`src/rtl/qspi_block_proc_if.sv`:
```
// Job-control and RAM-bus signals of the block processor.
// The block side uses the slave modport. The controller/RAM side uses master.
interface qspi_block_proc_if #(
  parameter int unsigned ADDR_WIDTH = 8,
  parameter int unsigned DATA_WIDTH = 8,
  parameter int unsigned LEN_WIDTH  = 5
);
  // job control
  logic                  start;
  logic [LEN_WIDTH-1:0]  len;
  logic [ADDR_WIDTH-1:0] src_base;
  logic [ADDR_WIDTH-1:0] dst_base;
  logic [1:0]            mode;
  logic [DATA_WIDTH-1:0] operand;
  logic                  busy;
  logic                  done;
  // RAM port
  logic [ADDR_WIDTH-1:0] addr;
  logic [DATA_WIDTH-1:0] data_in;
  logic [DATA_WIDTH-1:0] data_out;
  logic                  wen;

  modport slave (
    input  start, len, src_base, dst_base, mode, operand, data_in,
    output busy, done, addr, data_out, wen
  );

  modport master (
    output start, len, src_base, dst_base, mode, operand, data_in,
    input  busy, done, addr, data_out, wen
  );
endinterface

```
`src/rtl/qspi_block_proc.sv`:
```
// Block processor: reads up to DEPTH words from a source region of a
// single-port RAM into a buffer, transforms each word, then writes the
// results to a destination region. All reads finish before the first write,
// so in-place and overlapping jobs are safe.
module qspi_block_proc #(
  parameter int unsigned ADDR_WIDTH = 8,
  parameter int unsigned DATA_WIDTH = 8,
  parameter int unsigned DEPTH      = 16,
  parameter int unsigned LEN_WIDTH  = 5
) (
  input  logic                clk,
  input  logic                rst_n,
  qspi_block_proc_if.slave    bus
);

  localparam int unsigned IdxW = (DEPTH > 1) ? $clog2(DEPTH) : 1;

  typedef enum logic [1:0] {StIdle, StRead, StWrite, StDone} state_e;

  state_e                state_q, state_d;
  logic [LEN_WIDTH-1:0]  len_q, len_d;
  logic [LEN_WIDTH-1:0]  idx_q, idx_d;
  logic [ADDR_WIDTH-1:0] src_q, src_d;
  logic [ADDR_WIDTH-1:0] dst_q, dst_d;
  logic [1:0]            mode_q, mode_d;
  logic [DATA_WIDTH-1:0] operand_q, operand_d;
  logic [ADDR_WIDTH-1:0] addr_q, addr_d;
  logic [DATA_WIDTH-1:0] data_out_q, data_out_d;
  logic                  wen_q, wen_d;
  logic                  busy_q, busy_d;
  logic                  done_q, done_d;

  // Read-return tracking: stage 1 = address just issued, stage 2 = data on data_in now.
  logic                  rd1_v_q, rd1_v_d, rd2_v_q;
  logic [IdxW-1:0]       rd1_idx_q, rd1_idx_d, rd2_idx_q;

  logic [DATA_WIDTH-1:0] buf_q [DEPTH];

  logic [LEN_WIDTH-1:0]  len_eff;
  logic [DATA_WIDTH:0]   sum;
  logic [DATA_WIDTH:0]   diff;
  logic [DATA_WIDTH-1:0] rd_result;
  logic [DATA_WIDTH-1:0] wr_data;

  assign len_eff = (bus.len > LEN_WIDTH'(DEPTH)) ? LEN_WIDTH'(DEPTH) : bus.len;

  // Transform the word currently returned by the RAM.
  always_comb begin
    sum       = {1'b0, bus.data_in} + {1'b0, operand_q};
    diff      = {1'b0, bus.data_in} - {1'b0, operand_q};
    rd_result = bus.data_in;
    unique case (mode_q)
      2'd0: rd_result = sum[DATA_WIDTH-1:0];
      2'd1: rd_result = sum[DATA_WIDTH] ? '1 : sum[DATA_WIDTH-1:0];
      2'd2: rd_result = diff[DATA_WIDTH] ? '0 : diff[DATA_WIDTH-1:0];
      2'd3: rd_result = bus.data_in ^ operand_q;
    endcase
  end

  // With a single-word job the only capture lands on the same edge as the
  // write, so forward the freshly transformed word instead of the buffer.
  always_comb begin
    if (rd2_v_q && (rd2_idx_q == idx_q[IdxW-1:0])) begin
      wr_data = rd_result;
    end else begin
      wr_data = buf_q[idx_q[IdxW-1:0]];
    end
  end

  // Next-state and registered-output logic.
  always_comb begin
    state_d    = state_q;
    len_d      = len_q;
    idx_d      = idx_q;
    src_d      = src_q;
    dst_d      = dst_q;
    mode_d     = mode_q;
    operand_d  = operand_q;
    addr_d     = addr_q;
    data_out_d = data_out_q;
    wen_d      = 1'b0;
    busy_d     = busy_q;
    done_d     = 1'b0;
    rd1_v_d    = 1'b0;
    rd1_idx_d  = rd1_idx_q;

    unique case (state_q)
      StIdle: begin
        addr_d     = '0;
        data_out_d = '0;
        busy_d     = 1'b0;
        if (bus.start) begin
          len_d     = len_eff;
          src_d     = bus.src_base;
          dst_d     = bus.dst_base;
          mode_d    = bus.mode;
          operand_d = bus.operand;
          if (len_eff == '0) begin
            state_d = StDone;
            done_d  = 1'b1;
          end else begin
            state_d   = StRead;
            busy_d    = 1'b1;
            addr_d    = bus.src_base;
            rd1_v_d   = 1'b1;
            rd1_idx_d = '0;
            idx_d     = LEN_WIDTH'(1);
          end
        end
      end
      StRead: begin
        if (idx_q < len_q) begin
          addr_d    = src_q + ADDR_WIDTH'(idx_q);
          rd1_v_d   = 1'b1;
          rd1_idx_d = idx_q[IdxW-1:0];
          idx_d     = idx_q + 1'b1;
        end else begin
          // one idle edge lets the last read return before writing starts
          state_d = StWrite;
          idx_d   = '0;
        end
      end
      StWrite: begin
        if (idx_q < len_q) begin
          wen_d      = 1'b1;
          addr_d     = dst_q + ADDR_WIDTH'(idx_q);
          data_out_d = wr_data;
          idx_d      = idx_q + 1'b1;
        end else begin
          state_d    = StDone;
          addr_d     = '0;
          data_out_d = '0;
          busy_d     = 1'b0;
          done_d     = 1'b1;
        end
      end
      StDone: begin
        state_d    = StIdle;
        addr_d     = '0;
        data_out_d = '0;
        busy_d     = 1'b0;
      end
      default: state_d = StIdle;
    endcase
  end

  // State, configuration and output registers.
  always_ff @(posedge clk or negedge rst_n) begin
    if (!rst_n) begin
      state_q    <= StIdle;
      len_q      <= '0;
      idx_q      <= '0;
      src_q      <= '0;
      dst_q      <= '0;
      mode_q     <= '0;
      operand_q  <= '0;
      addr_q     <= '0;
      data_out_q <= '0;
      wen_q      <= 1'b0;
      busy_q     <= 1'b0;
      done_q     <= 1'b0;
      rd1_v_q    <= 1'b0;
      rd1_idx_q  <= '0;
      rd2_v_q    <= 1'b0;
      rd2_idx_q  <= '0;
    end else begin
      state_q    <= state_d;
      len_q      <= len_d;
      idx_q      <= idx_d;
      src_q      <= src_d;
      dst_q      <= dst_d;
      mode_q     <= mode_d;
      operand_q  <= operand_d;
      addr_q     <= addr_d;
      data_out_q <= data_out_d;
      wen_q      <= wen_d;
      busy_q     <= busy_d;
      done_q     <= done_d;
      rd1_v_q    <= rd1_v_d;
      rd1_idx_q  <= rd1_idx_d;
      rd2_v_q    <= rd1_v_q;
      rd2_idx_q  <= rd1_idx_q;
    end
  end

  // Capture transformed read data; buffer contents need no reset.
  always_ff @(posedge clk) begin
    if (rd2_v_q) begin
      buf_q[rd2_idx_q] <= rd_result;
    end
  end

  assign bus.addr     = addr_q;
  assign bus.data_out = data_out_q;
  assign bus.wen      = wen_q;
  assign bus.busy     = busy_q;
  assign bus.done     = done_q;

endmodule

```
`src/flat_wrapper.sv`:
```
// flat-port wrapper written by rule: the top's interface ports become plain ports
module qspi_block_proc_flat 
#(
  parameter int unsigned ADDR_WIDTH = 8,
  parameter int unsigned DATA_WIDTH = 8,
  parameter int unsigned DEPTH      = 16,
  parameter int unsigned LEN_WIDTH  = 5
)
  (clk, rst_n, bus_start, bus_len, bus_src_base, bus_dst_base, bus_mode, bus_operand, bus_data_in, bus_busy, bus_done, bus_addr, bus_data_out, bus_wen);
  qspi_block_proc_if #(.ADDR_WIDTH(ADDR_WIDTH), .DATA_WIDTH(DATA_WIDTH), .LEN_WIDTH(LEN_WIDTH)) bus_i ();
  input  logic clk;
  input  logic rst_n;
  input wire logic [$bits(bus_i.start)-1:0] bus_start;
  input wire logic [$bits(bus_i.len)-1:0] bus_len;
  input wire logic [$bits(bus_i.src_base)-1:0] bus_src_base;
  input wire logic [$bits(bus_i.dst_base)-1:0] bus_dst_base;
  input wire logic [$bits(bus_i.mode)-1:0] bus_mode;
  input wire logic [$bits(bus_i.operand)-1:0] bus_operand;
  input wire logic [$bits(bus_i.data_in)-1:0] bus_data_in;
  output wire logic [$bits(bus_i.busy)-1:0] bus_busy;
  output wire logic [$bits(bus_i.done)-1:0] bus_done;
  output wire logic [$bits(bus_i.addr)-1:0] bus_addr;
  output wire logic [$bits(bus_i.data_out)-1:0] bus_data_out;
  output wire logic [$bits(bus_i.wen)-1:0] bus_wen;
  assign bus_i.start = bus_start;
  assign bus_i.len = bus_len;
  assign bus_i.src_base = bus_src_base;
  assign bus_i.dst_base = bus_dst_base;
  assign bus_i.mode = bus_mode;
  assign bus_i.operand = bus_operand;
  assign bus_i.data_in = bus_data_in;
  assign bus_busy = bus_i.busy;
  assign bus_done = bus_i.done;
  assign bus_addr = bus_i.addr;
  assign bus_data_out = bus_i.data_out;
  assign bus_wen = bus_i.wen;
  qspi_block_proc #(.ADDR_WIDTH(ADDR_WIDTH), .DATA_WIDTH(DATA_WIDTH), .DEPTH(DEPTH), .LEN_WIDTH(LEN_WIDTH)) u_core (.clk(clk), .rst_n(rst_n), .bus(bus_i));
endmodule
```
`config.mk`:
```
export PLATFORM = sky130hd
export DESIGN_NAME = qspi_block_proc_flat
export DESIGN_NICKNAME = d
export VERILOG_FILES = /design/src/rtl/qspi_block_proc_if.sv /design/src/rtl/qspi_block_proc.sv /design/src/flat_wrapper.sv
export SDC_FILE = /design/constraint.sdc
export NUM_CORES = 1
export LEC_CHECK = 0
export CORE_AREA = 2 2 129 131
export CTS_CLUSTER_DIAMETER = 30
export DETAILED_ROUTE_END_ITERATION = 8
export DIE_AREA = 0 0 131 133
export PLACE_DENSITY_LB_ADDON = 0.1
export SETUP_SLACK_MARGIN = 0.1
export SYNTH_ARGS = -nofsm -noshare
export SYNTH_HDL_FRONTEND = slang
export SYNTH_SLANG_ARGS = --single-unit
```
`constraint.sdc`:
```
create_clock -name clk -period 4.3 [get_ports clk]
set_input_delay 1.075 -clock clk [delete_from_list [all_inputs] [get_ports clk]]
set_output_delay 1.075 -clock clk [all_outputs]
set_load 0.01 [all_outputs]
```
==> results of run 1 <==
==> synth_stat cells (11+ instances only) <==
cell type and n:
inv_1 34, nor2b_1 13, mux2_2 16, nand2_1 35, ha_1 36, a21oi_1 24, o21ai_0 31, nand2b_1 11
clkbuf_1 20, nor3_1 12, xnor2_1 15, nor2_1 40, dfrtp_1 67, edfxtp_1 128, mux4_2 40
==> power breakdown <==
group          internal [mW]  leakage [nW]  switching [mW]  total [mW]
Sequential              2.80          2.00           0.294        3.09
Clock                  0.780         0.284           0.784        1.56
Combinational           1.56          1.80            2.01        3.57
==> state kept, by name, summed over array words and instances (netlist names) <==
| name | cells |
|---|---|
| u_core.idx_q | 5 |
| u_core.len_q | 5 |
| u_core.bus.wen | 1 |
| u_core.bus.done | 1 |
| u_core.state_q | 2 |
| u_core.rd2_v_q | 1 |
| u_core.bus.busy | 1 |
| u_core.buf_q | 128 |
| u_core.dst_q | 8 |
| u_core.rd1_v_q | 1 |
| u_core.rd1_idx_q | 4 |
| u_core.src_q | 8 |
| u_core.bus.addr | 8 |
| u_core.mode_q | 2 |
| u_core.bus.data_out | 8 |
| u_core.rd2_idx_q | 4 |
| u_core.operand_q | 8 |
==> layer usage <==
layer,vias to the layer above,share of wire [%],track usage (%)
li1,2717,-,-
met1,3016,42,36.24
met2,174,51,44.44
met3,22,5.1,4.408
met4,0,1.1,6.501
met5,-,0,0
==> how the worst min path moves through the flow <==
| stage | start | endpoint | cells after the start |
|---|---|---|---|
| 2_1_floorplan | u_core.rd1_v_q$_DFF_PN0_ | u_core.rd2_v_q$_DFF_PN0_ | 0 |
| 3_3_place_gp | u_core.rd1_v_q$_DFF_PN0_ | u_core.rd2_v_q$_DFF_PN0_ | 0 |
| 3_5_place_dp | u_core.rd1_v_q$_DFF_PN0_ | u_core.rd2_v_q$_DFF_PN0_ | 0 |
| 4_1_cts | u_core.rd1_v_q$_DFF_PN0_ | u_core.rd2_v_q$_DFF_PN0_ | 0 |
| 5_1_grt | u_core.rd1_v_q$_DFF_PN0_ | u_core.rd2_v_q$_DFF_PN0_ | 0 |
| 6_report | u_core.rd1_v_q$_DFF_PN0_ | u_core.rd2_v_q$_DFF_PN0_ | 0 |
==> per-stage QoR <==
step           cells  utilization [%]  hold slack (ps)
5_1_grt          972            67.18            401.7
3_5_place_dp     940            63.54            356.4
6_report         972            67.18            392.1
3_3_place_gp     940            63.54            385.9
4_1_cts          972            67.18            394.8
2_1_floorplan    673                -            331.2
==> worst max-delay path, cell delays in order <==
cell and delay, ps:
clkdlybuf4s50_1 490, inv_1 50, ha_1 220, fa_1 410
nand2b_1 220, a21oi_1 210, o21a_1 250, a22oi_1 150
nor2_1 740
==> area by class of cell <==
class | instances | area [µm²]
well taps | 220 | 275.3
multi-input cells | 407 | 3570
repair buffers | 79 | 763.2
clock buffers | 17 | 425.4
fillers | 1157 | 5308
clock inverters | 15 | 162.7
flip-flops and latches | 195 | 5522
inverters | 39 | 146.4
==> logic make-up (layout without fill, tap and decap cells) <==
family                   count (synthesis)  count (layout)  synth area share (%)
AO/OA/AOI/OAI                          147             147                 10.95
XOR/XNOR                                20              20                 1.871
adder cells (fa/ha/maj)                 40              40                 5.668
buffers and inverters                   71             150                 3.101
flip-flops                             195             195                 58.98
multiplexers                            57              57                 11.66
AND/OR/NAND/NOR                        143             143                 7.780
==> run metrics, run 1 <==
CTS tree yes; Max FO, Critical Path 16; clock-pin slew on the worst setup and hold paths 80 ps; DRC viols 0; Worst Slack Setup Final about 570 ps; crit path DAT ~3800 ps; min-delay worst type reg2reg; clock skew 11.60 ps; Tmin final 3733 ps; GRT Overall Usage 26.45%; relative slew slack 22.27%; DRT antenna net count 0; WL per Instance 22.41 µm; Starting DRT DRC Count 552; setup slack, reg-to-reg 1250 ps; Detailed Routing Iterations Pass 1 5; ys async rst share 34.36%; CP required around 4400 ps; crit path from bus_data_in[0]; layout net count a little over 800; Site Rows 47; setup TNS 0 ps; CP Capture Point u_core.buf_q[15][7]$_DFFE_PP_; Core Region 16170 µm²; synthesized net count 755; Crit Reg-Reg Startpoint u_core.operand_q[6]$_DFFE_PN0P_; synth top area cells edfxtp_1, dfrtp_1, mux4_2, ha_1, mux2_2; first-pass GRT wire length roughly 34 mm; status complete, no violations; Syn Std Cell Area 9360 µm²; cells after synthesis 673; cells on worst reg2reg path 8; RD Place Congestion 0.8858; Boundary Pins 61; Yosys warnings 0; Die X 131 µm; PnR Total Power roughly 8.2 mW; power per cell area ~760 nW/µm²; number of diodes 0; ratio of cells with drive above 1 in the final layout 15.56%; syn_area_per_cell around 14 µm²; type of origin of the critical path input port; Die ar. ~17000 µm²; Slew Viols, Final 0; post-CTS sizing 0; Cell Area, Placed 10280 µm²; RSZ-0062 raised after global routing false; initial antenna violation count 0; number of flops mapped to enable cells by yosys 128; DIE HEIGHT 133 µm; sequential fraction of the synthesis area 58.98%; commonest non-fill, non-tap cell in the layout edfxtp_1; Layout area overhead 16.07%; largest net degree at the start of global routing 59; Lkg Pwr around 4.1 nW; vias per inst just over 6; clock latency on the worst-skew pair 440 ps; HPWL after DPL 14.45 mm; Top FF cell, synth edfxtp_1; Setup Fix Bufs, Post-CTS 0; max_cap viols 0; Peak VDD IR about 0.44 mV; grt ovf 0; Clock Sinks roughly 200; Initial Utilization ~58%; number of port buffers 60; worst slack, placed 139.7 ps; #FFs+latches synth between 150 and 200; Vias 5929; H-tree depth 4; CP Capture Type flip-flop; fin crit share 86.82%; Num CTS Buffers 17; most frequent cells in the layout edfxtp_1, dfrtp_1, clkdlybuf4s50_1; Worst R2R End u_core.buf_q[15][7]$_DFFE_PP_; Final Instance Area 10860 µm²; top cell type's share of synthesized area 41.06%; hold buffer count at CTS 0; clock buffer depth 2; Slew @ Worst Pin 1162 ps; area leader, netlist edfxtp_1; CP Class in2reg; fmax ~270 MHz; clock root buffer clkbuf_16; Final Hold Fails 0; number of global-route vias before repair 6085; Final setup viols 0; Post-Route WL 21.79 mm; synth unique cells 65
(Power assumes the default switching activity.)
==> run 2, diff against run 1 <==
--- a/config.mk
+++ b/config.mk
@@ -10,6 +10,7 @@
 export DETAILED_ROUTE_END_ITERATION = 8
 export DIE_AREA = 0 0 131 133
 export PLACE_DENSITY_LB_ADDON = 0.1
+export RECOVER_POWER = 100
 export SETUP_SLACK_MARGIN = 0.1
 export SYNTH_ARGS = -nofsm -noshare
 export SYNTH_HDL_FRONTEND = slang
==> run metrics, run 2 (synthesis results as in run 1) <==
Cells after DPL 940 (unchanged); RSZ-0062 raised after global routing false; Slew Viols, Final 36 (+36); Tmin final 3915 ps (+181.6 ps); Crit Reg-Reg Startpoint u_core.idx_q[0]$_DFFE_PN0P_; Peak VDD IR 0.4300 mV (-2.7%); DRC viols 0 (unchanged); clock buffer depth 2 (unchanged); Biggest register u_core.buf_q; Initial Utilization 57.88% (unchanged); Num CTS Buffers 17 (unchanged); number of port buffers 60 (unchanged); WL per Instance 22.34 µm (-0.33%); Boundary Pins 61 (unchanged); setup slack, reg-to-reg 720 ps (-530 ps); Final Instance Area 10790 µm² (-0.70%); largest net degree at the start of global routing 59 (unchanged); setup TNS 0 ps (unchanged); clock root buffer clkbuf_16; crit path from bus_data_in[0]; fin crit share 91.04% (+4.2 points); CTS tree yes; critical path's slowest cell dlygate4sd3_1; cells on worst reg2reg path 5 (-3); type of origin of the critical path input port; clock skew 11.46 ps (-0.1336 ps); commonest non-fill, non-tap cell in the layout edfxtp_1; Site Rows 47 (unchanged); Vias 5937 (+0.13%); ratio of cells with drive above 1 in the final layout 13.56% (-2.0 points); CP Cell Sequence dlygate4sd3_1 -> ha_1 -> fa_1 -> nor2b_1 -> o311ai_0 -> and4_1 -> a2bb2oi_1 -> nor2_1 -> clkbuf_1; relative slew slack -27.58% (-50 points); DIE HEIGHT 133 µm (unchanged); most frequent cells in the layout edfxtp_1, dfrtp_1, nor2_1, mux4_2, clkdlybuf4s50_1; Core Region 16170 µm² (unchanged); first-pass GRT wire length 33.96 mm (unchanged); max reg flops 128 (unchanged); Post-Route WL 21.72 mm (-0.33%); HPWL after DPL 14.45 mm (unchanged); vias per inst 6.108 (+0.13%); Cell Area, Placed 10280 µm² (unchanged); Clock Sinks 195 (unchanged); non-filler cells, final 972 (unchanged); Die ar. 17420 µm² (unchanged); CP Capture Point u_core.buf_q[11][2]$_DFFE_PP_; H-tree depth 4 (unchanged); Layout area overhead 15.25%; power per cell area 753.2 nW/µm² (-0.53%); PnR Total Power 8.125 mW (-1.2%); layout net count 821 (unchanged); number of global-route vias before repair 6085 (unchanged); number of diodes 0 (unchanged); RD Place Congestion 0.8858 (unchanged); CP max stage delay 570 ps (-170 ps); # fillers 1173 (+1.4%); Slew @ Worst Pin 1899 ps (+737.4 ps); CP Class in2reg; CP required 4390 ps (about the same); hold buffer count at CTS 0 (unchanged); clock latency on the worst-skew pair 440 ps (about the same); status complete, but fails checks; grt ovf 0 (unchanged); fmax 255.4 MHz (-4.6%); max_cap viols 4 (+4); clock-pin slew on the worst setup and hold paths 80 ps (about the same); DRT antenna net count 0 (unchanged); Final Hold Fails 0 (unchanged); CP Capture Type flip-flop; initial antenna violation count 0 (unchanged); Starting DRT DRC Count 547 (-0.91%); Lkg Pwr 4.071 nW (-0.27%); GRT Overall Usage 26.45% (unchanged); failing checks max-capacitance violations, max-slew violations; post-CTS sizing 0 (unchanged); Detailed Routing Iterations Pass 1 5 (unchanged); Die X 131 µm (unchanged); Worst R2R End u_core.bus.data_out[3]$_DFFE_PN0P_; Final Util 66.71% (-0.47 points); Final setup viols 0 (unchanged); Max FO, Critical Path 16 (unchanged); min-delay worst type reg2reg; Setup Fix Bufs, Post-CTS 0 (unchanged); crit path DAT 4010 ps (+170 ps)
[run 2: cell types whose count changed in the layout (fill, tap and decap cells not counted), moves of 2 or more]
| cell | change |
|---|---|
| buf_4 | -9 |
| clkbuf_1 | +9 |
| clkbuf_2 | +2 |
| clkdlybuf4s50_1 | -21 |
| dlygate4sd3_1 | +21 |
| nor3_1 | +4 |
| nor3_2 | -4 |
[run 2: worst min path at each step]
stage	depth (start not counted)	from	slack [ps]	endpoint
after floorplan	0	u_core.rd1_v_q$_DFF_PN0_	330	u_core.rd2_v_q$_DFF_PN0_
after global placement	0	u_core.rd1_v_q$_DFF_PN0_	390	u_core.rd2_v_q$_DFF_PN0_
after detailed placement	0	u_core.rd1_v_q$_DFF_PN0_	360	u_core.rd2_v_q$_DFF_PN0_
after CTS	0	u_core.rd1_v_q$_DFF_PN0_	390	u_core.rd2_v_q$_DFF_PN0_
after global routing	0	u_core.rd1_v_q$_DFF_PN0_	400	u_core.rd2_v_q$_DFF_PN0_
final	0	u_core.rd1_v_q$_DFF_PN0_	390	u_core.rd2_v_q$_DFF_PN0_
[run 2: layout make-up]
type	instances	area (µm²)	share of cell area, %
Multi-Input combinational cell	407	3543	32.85
Timing Repair Buffer	79	714.4	6.623
Inverter	39	146.4	1.357
Sequential cell	195	5520	51.17
Clock buffer	17	425.4	3.943
Tap cell	220	275.3	2.552
Clock inverter	15	162.7	1.508
[run 2: where the power goes]
| part | internal (mW) | leakage, nW | total, mW | switching [mW] |
|---|---|---|---|---|
| clock | 0.780 | 0.284 | 1.57 | 0.786 |
| combinational | 1.47 | 1.79 | 3.47 | 2.00 |
| sequential | 2.81 | 2.00 | 3.09 | 0.287 |
| total | 5.05 | 4.07 | 8.13 | 3.07 |
[run 2: layer usage]
metal  wire [µm]  global-route usage (%)
met1        9162                   36.24
met2       11130                   44.44
met3        1166                   4.408
met4         254                   6.501
met5           0                       0
[run 2: critical path: cells and delay by family]
kind                     cells  cell delay, ps
adder cells (fa/ha/maj)      2             690
buffers and inverters        2             860
AND/OR/NAND/NOR              3             590
AO/OA/AOI/OAI                2             790
[run 2: metrics by stage]
| step | hold WS (ps) | setup slack (ps) |
|---|---|---|
| after global routing | 401.7 | 153.3 |
| after global placement | 385.9 | 226.4 |
| final | 389.7 | 385.2 |
| after CTS | 394.8 | 558.3 |
| after floorplan | 331.2 | 636.8 |
| after detailed placement | 356.4 | 139.7 |
==> variant 1: new RTL, settings of run 2 <==
`ADDR_WIDTH` is set to 8 in 3 places; all go to 6.
--- a/src/rtl/qspi_block_proc_if.sv
+++ b/src/rtl/qspi_block_proc_if.sv
@@ -3,3 +3,3 @@
 interface qspi_block_proc_if #(
-  parameter int unsigned ADDR_WIDTH = 8,
+  parameter int unsigned ADDR_WIDTH = 6,
   parameter int unsigned DATA_WIDTH = 8,
--- a/src/rtl/qspi_block_proc.sv
+++ b/src/rtl/qspi_block_proc.sv
@@ -5,3 +5,3 @@
 module qspi_block_proc #(
-  parameter int unsigned ADDR_WIDTH = 8,
+  parameter int unsigned ADDR_WIDTH = 6,
   parameter int unsigned DATA_WIDTH = 8,
--- a/src/flat_wrapper.sv
+++ b/src/flat_wrapper.sv
@@ -3,3 +3,3 @@
 #(
-  parameter int unsigned ADDR_WIDTH = 8,
+  parameter int unsigned ADDR_WIDTH = 6,
   parameter int unsigned DATA_WIDTH = 8,
Ports: changed (resized bus_addr, bus_dst_base and bus_src_base); port bits go from 61 to 55. The function was not compared with the original's and may differ.
==> variant 1 against run 2 <==
- sequential cell count down 6
- via count down 1.7%
- cell area down 1.5%
- final cell count down 1.7%
- largest power group unchanged
- setup slack worse by 88 ps
- total power about the same
- the run still ends with max-capacitance violations, max-slew violations left
- wire length down 2.6%
- area after synthesis down 0.55%
==> variant 1: results (changes against run 2) <==
stage,metric,value,unit,change
yosys,yosys-top-cells-area,"edfxtp_1, dfrtp_1, mux4_2",,unchanged
global_routing,grt_pass1_vias,5972,,was 6085
global_routing,grt_use_total,0.255,,was 0.264
pwr,powerClk,1.68,mW,was 1.57 mW
run,drv_cap,4,,unchanged
detailed_routing,routedWlPerCell,22.1,um,was 22.3 um
status,status,"finished, violations left",,unchanged
layout,instances_no_fill,955,,was 972
status,violations,"max-capacitance violations, max-slew violations",,unchanged
pwr,total_leakage_power,4.01,nW,was 4.07 nW
placement,io_buffers,54,,was 60
global_routing,grt_pass1_wl,32800,um,was 34000 um
pwr,switching_share,0.369,,was 0.378
layout,drive_above_1_share,0.152,,was 0.136
placement,gp_congestion,0.857,,was 0.886
yosys,synth_common_cells,"edfxtp_1, dfrtp_1, nor2_1",,"was edfxtp_1, dfrtp_1, mux4_2, nor2_1, ha_1"
placement,placed_area,10100,sq um,was 10300 sq um
sta,slew_viol_final,36,,unchanged
yosys,syn-num-nets,746,,was 755
worst_setup_path,slowest_stage,nor2_1,,was dlygate4sd3_1
sta,clock_skew,6.10,ps,was 11.5 ps
yosys,yosysSeqAreaShare,0.577,,was 0.590
worst_setup_path,cp.arrival,4070,ps,was 4010 ps
yosys,yosysUniqueCellTypes,71,,was 65
placement,dp_slack,-7.59,ps,was 140 ps
sta,slew_headroom,-0.207,,was -0.276
detailed_routing,vias,5838,,was 5937
detailed_routing,drtPass1Iterations,4,,was 5
worst_setup_path,cp_top_family,simple AND/OR/NAND/NOR gates,,was buffers and inverters
pwr,p_total,8.12,mW,was 8.13 mW
worst_setup_path,cp_slowest_stage_delay,890,ps,was 570 ps
detailed_routing,drtIter0Drc,407,,was 547
placement,placedCellCount,924,,was 940
pwr,vdd_drop_max,0.372,mV,was 0.430 mV
yosys,ys_async_sr_fraction,0.323,,was 0.344
layout,nNetsFinal,801,,was 821
global_routing,grt_max_degree,25,,was 59
-- variant 1: changes by cell type after synthesis, sizes merged, moves of 7 or more --
cell / before / now
o21ai: 32 / 21
o21bai: 1 / 11
mux2i: 1 / 9
xnor2: 15 / 7
a2111oi: 0 / 7
a22o: 8 / 1
inv: 35 / 42
mux2: 16 / 23
-- variant 1: cell type report --
type	instances	area (sq um)
Tap cell	220	275
Sequential cell	189	5370
Clock buffer	17	425
Timing Repair Buffer	68	606
Multi-Input combinational cell	405	3580
Clock inverter	14	206
Fill cell	1145	5550
Inverter	42	158
-- variant 1: final timing paths --
kind,startpoint,to,slack [ps],cells after the start
max,bus_data_in[0],u_core.buf_q[0][3],300,10
min,u_core.rd1_v_q,u_core.rd2_v_q,360,0
max reg2reg,u_core.operand_q[3],u_core.buf_q[0][3],1110,9
min reg2reg,u_core.rd1_v_q,u_core.rd2_v_q,360,0
max in group asynchronous,rst_n,u_core.idx_q[0],1710,2
min in group asynchronous,rst_n,u_core.operand_q[6],850,1
-- variant 1: kinds of logic (layout without fill, tap and decap cells) --
group | Yosys count | after routing | share of synthesized area
DFF | 189 | 189 | 0.577
and+or+nand+nor | 147 | 147 | 0.0781
AOI/OAI and AO/OA | 132 | 132 | 0.108
buffers and inverters | 74 | 141 | 0.0341
muxes | 71 | 71 | 0.132
adders and majority gates | 40 | 40 | 0.0570
xor gates and xnor gates | 15 | 15 | 0.0141
-- variant 1: routing by layer --
layer  wire, um  GRT usage
met1       8720      0.340
met2      10700      0.424
met3       1220     0.0465
met4        478     0.0863
met5          0          0
==> variant 2: new RTL, config.mk and constraints of run 2 <==
Without the edit above. Re-encode `state_e` (4 states) as one-hot, 4 bits wide.
--- a/src/rtl/qspi_block_proc.sv
+++ b/src/rtl/qspi_block_proc.sv
@@ -17,3 +17,3 @@
 
-  typedef enum logic [1:0] {StIdle, StRead, StWrite, StDone} state_e;
+  typedef enum logic [3:0] {StIdle = 4'b0001, StRead = 4'b0010, StWrite = 4'b0100, StDone = 4'b1000} state_e;
 
Behaviour: same outputs for any inputs over 4 cycles, from zero or initial values and one cycle with rst_n low; so few cycles prove little.
==> variant 2 against run 2 <==
- the run still ends with max-capacitance violations, max-slew violations left
- wire length rose by 4.3%
- cell area grew 0.39%
- count of clock-buffer cells in the layout rose by 4
- clock skew up 0.74 ps
- clock power rose by 8%
- total power shrank 3.5%
- die area unchanged
- area after synthesis is 0.47% higher
- core utilization rose by 0.26 points
- setup slack got worse by 93 ps
- sequential cell count up 2
- critical endpoint is now u_core.bus.data_out[5]
==> variant 2: results (changes against run 2) <==
stage,metric,value,unit,change
worst_setup_path,r2r_cells,5,,unchanged
min_path,hold_depth,0,,unchanged
yosys,synth_common_cells,"edfxtp_1, nand2_1, dfrtp_1",,"was edfxtp_1, dfrtp_1, mux4_2, nor2_1, ha_1"
detailed_routing,routed_wl,22600,um,was 21700 um
worst_setup_path,worst-path-max-fanout,11,,was 16
layout,largest_register_ffs,128,,unchanged
sta,max_slew.worst_pin.slew,1900,ps,about the same
clocking,cts_buffer_depth,2,,unchanged
worst_setup_path,r2r_slack,580,ps,was 720 ps
worst_setup_path,cp_slowest_stage_delay,440,ps,was 570 ps
placement,dp_slack,-212,ps,was 140 ps
yosys,yosysWarningCount,0,,unchanged
min_path,hold_path.class,register to register,,unchanged
layout,drive_above_1_share,0.108,,was 0.136
clocking,cts_made_buffers,17,,unchanged
placement,gp_congestion,0.872,,was 0.886
sta,clock_skew,12.2,ps,was 11.5 ps
worst_setup_path,r2r_start,u_core.idx_q[0],,unchanged
layout,nNetsFinal,887,,was 821
clocking,cts_resized,0,,unchanged
clocking,insertion_delay,430,ps,
placement,io_buffers,60,,unchanged
layout,nFillCells,1183,,was 1173
sta,slew_viol_final,153,,was 36
clocking,htreeDepth,4,,unchanged
yosys,synth_edf_count,128,,unchanged
yosys,ys_async_sr_fraction,0.350,,was 0.344
worst_setup_path,cp_top_family,compound AO/OA/AOI/OAI gates,,was buffers and inverters
layout,top_register,u_core.buf_q,,unchanged
global_routing,grt_pass1_wl,35200,um,was 34000 um
clocking,cts-root-buf,clkbuf_16,,unchanged
layout,diodes,0,,unchanged
min_path,hold_end,u_core.rd2_v_q,,unchanged
global_routing,grt_use_total,0.275,,was 0.264
global_routing,grt_max_degree,70,,was 59
detailed_routing,drtIter0Drc,631,,was 547
status,status,"finished, violations left",,unchanged
detailed_routing,vias,6225,,was 5937
min_path,hold_start,u_core.rd1_v_q,,unchanged
placement,placed_area,10300,sq um,about the same
yosys,yosysUniqueCellTypes,70,,was 65
worst_setup_path,cp.arrival,4320,ps,was 4010 ps
yosys,yosys-top-cells-area,"edfxtp_1, dfrtp_1, mux4_2",,unchanged
detailed_routing,drtPass1Iterations,6,,was 5
global_routing,antenna_found_initial,0,,unchanged
run,drv_cap,6,,was 4
yosys,synth_top_area_cell,edfxtp_1,,unchanged
global_routing,grt_pass1_vias,6387,,was 6085
worst_setup_path,timing.rr.end,u_core.bus.data_out[3],,unchanged
yosys,syn-num-nets,829,,was 755
clocking,path_clk_slew,70,ps,
pwr,vdd_drop_max,0.358,mV,was 0.430 mV
yosys,yosysSeqAreaShare,0.592,,was 0.590
clocking,cts_setup_buffers,0,,unchanged
placement,dp_hpwl,14900,um,was 14400 um
pwr,total_leakage_power,4.33,nW,was 4.07 nW
worst_setup_path,slowest_stage,clkdlybuf4s50_1,,was dlygate4sd3_1
status,violations,"max-capacitance violations, max-slew violations",,unchanged
-- variant 2: changes by cell type after synthesis, moves of 5 or more --
| cell | delta |
|---|---|
| mux2_2 | -15 |
| a2bb2oi_1 | -6 |
| nor2b_1 | -7 |
| o21ai_0 | +5 |
| nand3_1 | +16 |
| nand2_1 | +92 |
| mux4_2 | -8 |
| clkbuf_1 | +7 |
| o31ai_1 | -5 |
| a22o_1 | -6 |
| ha_1 | -5 |
-- variant 2: where the power goes --
| group | leakage, nW | switching, mW | total, mW | internal, mW |
|---|---|---|---|---|
| Sequential | 2.04 | 0.250 | 3.02 | 2.77 |
| Combinational | 1.98 | 1.95 | 3.12 | 1.18 |
| Clock | 0.310 | 0.719 | 1.70 | 0.977 |
-- variant 2: layer usage --
| metal | up-vias | routed length, um | global-route usage |
|---|---|---|---|
| li1 | 2885 | - | - |
| met1 | 3065 | 9580 | 0.379 |
| met2 | 234 | 11100 | 0.439 |
| met3 | 41 | 1400 | 0.0538 |
| met4 | 0 | 573 | 0.0993 |
| met5 | - | 0 | 0 |
-- variant 2: layout make-up --
cell class / instances / area, sq um / share of cell area
sequential: 197 / 5570 / 0.514
multi-input combinational: 481 / 3510 / 0.324
timing repair buffer: 79 / 713 / 0.0659
clock buffer: 21 / 470 / 0.0434
tap: 220 / 275 / 0.0254
clock inverter: 11 / 160 / 0.0148
inverter: 34 / 128 / 0.0118
-- variant 2: how the worst max path moves through the flow --
stage          cells after the start  slack (ps)            from                      to
2_1_floorplan                      8         720  bus_data_in[0]      u_core.buf_q[0][6]
3_3_place_gp                      10         -70  bus_data_in[0]     u_core.buf_q[10][5]
3_5_place_dp                      10        -210  bus_data_in[0]     u_core.buf_q[11][5]
4_1_cts                           10         240  bus_data_in[0]      u_core.buf_q[4][5]
5_1_grt                           11         150  bus_data_in[0]      u_core.buf_q[9][6]
6_report                          11         290  bus_data_in[0]  u_core.bus.data_out[5]
-- variant 2: per-stage QoR --
| stage | util | power, mW | hold slack, ps | instances |
|---|---|---|---|---|
| floorplan | - | 5.16 | 331 | 752 |
| CTS | 0.674 | 7.94 | 351 | 1042 |
| global route | 0.670 | 8.30 | 361 | 1043 |
| finish | 0.670 | 7.84 | 350 | 1043 |
| detailed placement | 0.635 | 6.23 | 335 | 1010 |
| global placement | 0.635 | 6.12 | 331 | 1010 |
-- variant 2: logic make-up (layout without fill, tap and decap cells) --
group,after synthesis,in the layout,share of synthesized area
multiplexers,34,34,0.0789
buffers and inverters,74,145,0.0323
AO/OA/AOI/OAI,142,142,0.104
adder cells (fa/ha/maj),35,35,0.0498
XOR/XNOR,21,21,0.0196
AND/OR/NAND/NOR,249,249,0.123
flip-flops,197,197,0.592
